`src/rtl/modulo_controlador_rolhas.sv`:
```
// rtl/modulo_controlador_rolhas.sv - cork magazine / sealing station controller
module modulo_controlador_rolhas #(
    parameter int REFILL_QTY   = 15,
    parameter int MAX_CORKS    = 99,
    parameter int LOW_THRESH   = 5,
    parameter int SEAL_TIMEOUT = 8
) (
    input  logic       clk,
    input  logic       rst_n,
    input  logic       start,
    input  logic       bottle_at_station,
    input  logic       seal_done,
    input  logic       refill_req,
    input  logic       fault_clr,
    output logic [6:0] cork_count,
    output logic [6:0] sealed_count,
    output logic       conveyor_en,
    output logic       sealer_en,
    output logic       refilling,
    output logic       low_stock,
    output logic       empty_alarm,
    output logic       timeout_alarm,
    output logic [2:0] state
);

    typedef enum logic [2:0] {
        IDLE   = 3'd0,
        RUN    = 3'd1,
        SEAL   = 3'd2,
        EMPTY  = 3'd3,
        REFILL = 3'd4,
        FAULT  = 3'd5
    } state_t;

    localparam logic [7:0] REFILL8   = 8'(REFILL_QTY);
    localparam logic [7:0] MAX8      = 8'(MAX_CORKS);
    localparam logic [7:0] LOW8      = 8'(LOW_THRESH);
    localparam logic [3:0] TIMER_END = 4'(SEAL_TIMEOUT - 1);

    state_t     state_q, state_d;
    logic [6:0] cork_q, cork_d;
    logic [6:0] sealed_q, sealed_d;
    logic [3:0] timer_q, timer_d;
    logic [7:0] refill_sum;
    logic [1:0] rst_sync;
    logic       run_en;

    // Reset asserts immediately but releases two clocks later, so the FSM
    // never sees a partial edge right after deassertion.
    always_ff @(posedge clk or negedge rst_n) begin
        if (!rst_n) begin
            rst_sync <= 2'b00;
        end else begin
            rst_sync <= {rst_sync[0], 1'b1};
        end
    end

    assign run_en = rst_sync[1];

    always_comb begin
        state_d    = state_q;
        cork_d     = cork_q;
        sealed_d   = sealed_q;
        timer_d    = timer_q;
        refill_sum = {1'b0, cork_q} + REFILL8;
        case (state_q)
            IDLE: begin
                if (refill_req) begin
                    state_d = REFILL;
                end else if (start && (cork_q != 7'd0)) begin
                    state_d = RUN;
                end else if (start) begin
                    state_d = EMPTY;
                end
            end
            RUN: begin
                if (!start) begin
                    state_d = IDLE;
                end else if (bottle_at_station) begin
                    state_d = SEAL;
                    timer_d = 4'd0;
                end
            end
            SEAL: begin
                timer_d = timer_q + 4'd1;
                // seal_done has priority over the timeout in the same cycle
                if (seal_done) begin
                    cork_d   = cork_q - 7'd1;
                    sealed_d = (sealed_q == 7'd99) ? 7'd0 : sealed_q + 7'd1;
                    if (cork_q == 7'd1) begin
                        state_d = EMPTY;
                    end else if (!start) begin
                        state_d = IDLE;
                    end else begin
                        state_d = RUN;
                    end
                end else if (timer_q == TIMER_END) begin
                    state_d = FAULT;
                end
            end
            EMPTY: begin
                if (refill_req) begin
                    state_d = REFILL;
                end
            end
            REFILL: begin
                cork_d  = (refill_sum > MAX8) ? MAX8[6:0] : refill_sum[6:0];
                state_d = IDLE;
            end
            FAULT: begin
                if (fault_clr) begin
                    state_d = IDLE;
                end
            end
            default: begin
                state_d = IDLE;
            end
        endcase
    end

    always_ff @(posedge clk or negedge rst_n) begin
        if (!rst_n) begin
            state_q  <= IDLE;
            cork_q   <= 7'd0;
            sealed_q <= 7'd0;
            timer_q  <= 4'd0;
        end else if (!run_en) begin
            state_q  <= IDLE;
            cork_q   <= 7'd0;
            sealed_q <= 7'd0;
            timer_q  <= 4'd0;
        end else begin
            state_q  <= state_d;
            cork_q   <= cork_d;
            sealed_q <= sealed_d;
            timer_q  <= timer_d;
        end
    end

    assign state         = state_q;
    assign cork_count    = cork_q;
    assign sealed_count  = sealed_q;
    assign conveyor_en   = (state_q == RUN);
    assign sealer_en     = (state_q == SEAL);
    assign refilling     = (state_q == REFILL);
    assign empty_alarm   = (state_q == EMPTY);
    assign timeout_alarm = (state_q == FAULT);
    assign low_stock     = ({1'b0, cork_q} <= LOW8);

endmodule

```
`config.mk`:
```
export PLATFORM = sky130hd
export DESIGN_NAME = modulo_controlador_rolhas
export DESIGN_NICKNAME = d
export VERILOG_FILES = /design/src/rtl/modulo_controlador_rolhas.sv
export SDC_FILE = /design/constraint.sdc
export NUM_CORES = 1
export LEC_CHECK = 0
export ABC_CLOCK_PERIOD_IN_PS = 2150
export BUFFER_PORTS_ARGS = -buffer_cell sky130_fd_sc_hd__clkbuf_2
export CORE_MARGIN = 3
export CORE_UTILIZATION = 40
export DETAILED_ROUTE_END_ITERATION = 7
export GPL_TIMING_DRIVEN = 0
export PLACE_DENSITY = 0.61
export SETUP_SLACK_MARGIN = 0.02
export SLEW_MARGIN = 10
export SYNTH_ARGS = -nofsm -noshare
export SYNTH_HDL_FRONTEND = slang
export SYNTH_SLANG_ARGS = --single-unit
```
`constraint.sdc`:
```
create_clock -name clk -period 2.15 [get_ports clk]
set_input_delay 0.215 -clock clk [delete_from_list [all_inputs] [get_ports clk]]
set_output_delay 0.215 -clock clk [all_outputs]
set_load 0.01 [all_outputs]
```
==> out/qor.txt <==
Layout Utilization = 51.7%
Status = completed
Gr busiest metal = met2
Period utilization = 95.3%
Port Buffers = 29
CTS max path bufs = 2
EDFF count, synth = 0
Syn Inst Count = 192
Cells after DPL = 269
Setup crit start kind = flop
Worst-path fanout max = 10
Combinational power share = 61.7%
Leading area contributor after synthesis = dfrtp_1
Min Tclk post-route = 2050 ps
Starting Density = 43.2%
Internal power = 1.30 mW
Max-slew violation count = 0
Via count = 1550
Cell variety after synth = 59
Final worst setup slack = 100 ps
Ant diodes = 0
Final WL = 4070 um
Clock share of power = 12.3%
GR Util met1 = 23.4%
Setup violators final = 0
DRC = 0
Crit end category = flop
Core Area = 3830 sq um
Post-synth top flop = dfrtp_1
Io pins = 30
RSZ-0062 raised after global routing = yes
CP delay by family, top = simple AND/OR/NAND/NOR gates
Met3 GRT Util = 3.60%
Mapped cell area = 1650 sq um
Placement Cell Area = 1860 sq um
Clock-pin slew on the worst setup and hold paths = 100 ps
Worst path cell trace = buf_6, or4_4, nor3b_4, o32ai_1, or4b_1, a21oi_2
Setup TNS = 0 ps
Hold_sp = fault_clr
Die Span X = 70.3 um
Hold WC Path Type = input port to flop
Initial antenna violation count = 0
Ratio of cells with drive above 1 in the final layout = 25.9%
Slowest CP cell = or4_4
GRT Total Usage = 16.2%
Max-cap violations = 0
Full die area = 4940 sq um
1st-iter DRT viols = 80
Syn_nets = 204
PwrDens = 1190 nW/um^2
CP arrival = 2250 ps
WS Path Type = flop to flop
Switch Pwr = 1.05 mW
First-pass GRT wire length = 6560 um
DRT Pass-1 Iters = 4
Reg2reg setup slack = 100 ps
Worst path buffer plus inverter count = 1
Clock Latency Late Sink = 270 ps
R2r endpoint = state[0]
Via/cell ratio = 5.62
H-tree levels = 1
Register area share after synthesis = 34.8%
DP HPWL = 2810 um
Final Hold Viols = 0
Req. time, crit path = 2350 ps
Synth Area per Inst = 8.62 sq um
Max-slew headroom = 60.5%
Largest cells by area after synthesis = dfrtp_1 35%, a21oi_1 3.9%, ha_1 3.8%, nand2_1 3.4%, nor2_1 3.4%
DP Worst Slack = -81.3 ps
Worst hold slack = 245 ps
Worst Clk Skew = 9.57 ps
Synth Register Bits = 23
Max stage delay on crit path = 520 ps
Final ANT Viol Nets = 0
CTS root buf = clkbuf_8
Cell depth of the worst flop-to-flop path = 6
Max Freq = 0.488 GHz
Least-Margin Pin Slew = 592 ps
WL/cell = 14.8 um
CTS buffer count = 3
Leakage = 0.877 nW
Row cnt = 22
Routability cong. = 0.821
Post-Layout Cell Count = 276
Hold Path End = state[2]
Vias in the first global route = 1379
Post-synthesis async set-or-reset flop share = 100%
Area grow syn2layout = 19.5%
Met2 Usage GRT = 25.3%
Total grt overflow = 0
Chip Height = 70.3 um
Final instance area = 1980 sq um
Hold path cells = 3
Fillers = 378
RR Startpoint = cork_count[5]
Ys Warns = 0
Seq pwr share = 26.0%
Total chip power = 2.35 mW
Fin nets = 241
CTS tree = done
Net Sw Frac = 44.8%
Worst-case vdd ir drop = 0.623 mV
Pin count of the biggest net entering global routing = 24
Area share of the largest cell type after synthesis = 34.8%
# clock sinks = 23
## worst max path at each step
stage	startpoint	end	slack [ps]	depth (start not counted)
floorplan	cork_count[0]	cork_count[0]	70	7
detailed placement	cork_count[0]	cork_count[6]	-80	7
global route	cork_count[5]	state[0]	0.005	6
global placement	cork_count[0]	cork_count[0]	-90	7
CTS	cork_count[3]	state[0]	20	5
finish	cork_count[5]	state[0]	100	6
## registers in the layout (all words and copies together) (netlist names)
name and count:
cork_count 7, state 3, rst_sync 2, sealed_count 7
timer_q 4
## Yosys cell counts (2+ instances only)
cell       n
nand3b_1   4
ha_1       5
or3b_2     2
nand2b_1   4
o311a_1    2
and2_1     3
and2_0     2
nor4bb_1   2
nor4_1     6
dfrtp_1   23
a31oi_1    2
nand3_1   10
clkbuf_1   7
buf_6      4
nand4_1    2
xnor2_1    2
a211oi_1   2
nor3b_1    4
o21ai_0   11
nand2_1   15
nor2_1    15
a21oi_1   13
inv_1      5
mux2i_1    2
nor3_1     4
buf_4      3
xor2_1     4
nor2b_1    3
## logic make-up (layout without fill, tap and decap cells)
kind of cell | Yosys count | in the layout | share of synthesized area (%)
and+or+nand+nor | 87 | 87 | 30.4
AOI/OAI and AO/OA | 47 | 47 | 19.1
DFF | 23 | 23 | 34.8
buffers and inverters | 21 | 57 | 7.34
xor gates and xnor gates | 6 | 6 | 3.18
adders and majority gates | 5 | 5 | 3.78
muxes | 2 | 2 | 1.21
other | 1 | 1 | 0.227
## tightest hold or removal path: stages
cell and delay (ps):
clkbuf_2 90, nand3b_1 110, a21oi_1 60
## layout make-up
cell class | instances | area [sq um] | area share (%)
sequential | 23 | 579 | 29.3
clock inverter | 1 | 7.51 | 0.380
tap | 48 | 60.1 | 3.04
inverter | 6 | 22.5 | 1.14
multi-input combinational | 148 | 993 | 50.3
clock buffer | 3 | 41.3 | 2.09
timing repair buffer | 33 | 178 | 8.99
buffer | 14 | 95.1 | 4.81
## power groups by stage
| stage | logic (mW) | clock network, mW | registers, mW |
|---|---|---|---|
| floorplan | 0.953 | 0 | 0.641 |
| global placement | 1.33 | 0 | 0.624 |
| detailed placement | 1.32 | 0 | 0.624 |
| CTS | 1.34 | 0.304 | 0.617 |
| global route | 1.60 | 0.318 | 0.625 |
| finish | 1.45 | 0.290 | 0.611 |
## metal layers
metal / up-vias / wire (um)
li1: 773 / -
met1: 739 / 1970
met2: 36 / 1920
met3: 2 / 167
met4: 0 / 17
met5: - / 0
## what timing repair did
item / CTS / global route
buffers inserted: 0 / 3
hold buffers: 1 / 0
endpoints found under the hold margin: 23 / 0
pin swaps: 0 / 2
resized for setup: 3 / 7
endpoints found under the setup margin: 5 / 9
## cells in the final DEF, fill, tap and decap left out, types with 2 or more instances in the layout
cell	n
nor2b_1	3
nand2b_1	4
o21ai_0	11
clkbuf_2	29
xor2_1	4
nor4_1	5
a211oi_1	2
nand4_1	2
nor2_1	15
a31oi_1	2
buf_4	6
nor3b_1	3
a21oi_1	12
ha_1	4
xnor2_1	2
and2_0	2
inv_1	5
o311a_1	2
clkbuf_1	6
or3b_2	2
mux2i_1	2
clkbuf_8	3
dfrtp_1	20
dfrtp_2	3
nor4bb_1	2
nand2_1	15
and2_1	3
nand3b_1	4
nor3_1	4
nand3_1	10
buf_6	4
Note: power is estimated with default switching activity, not from simulation.
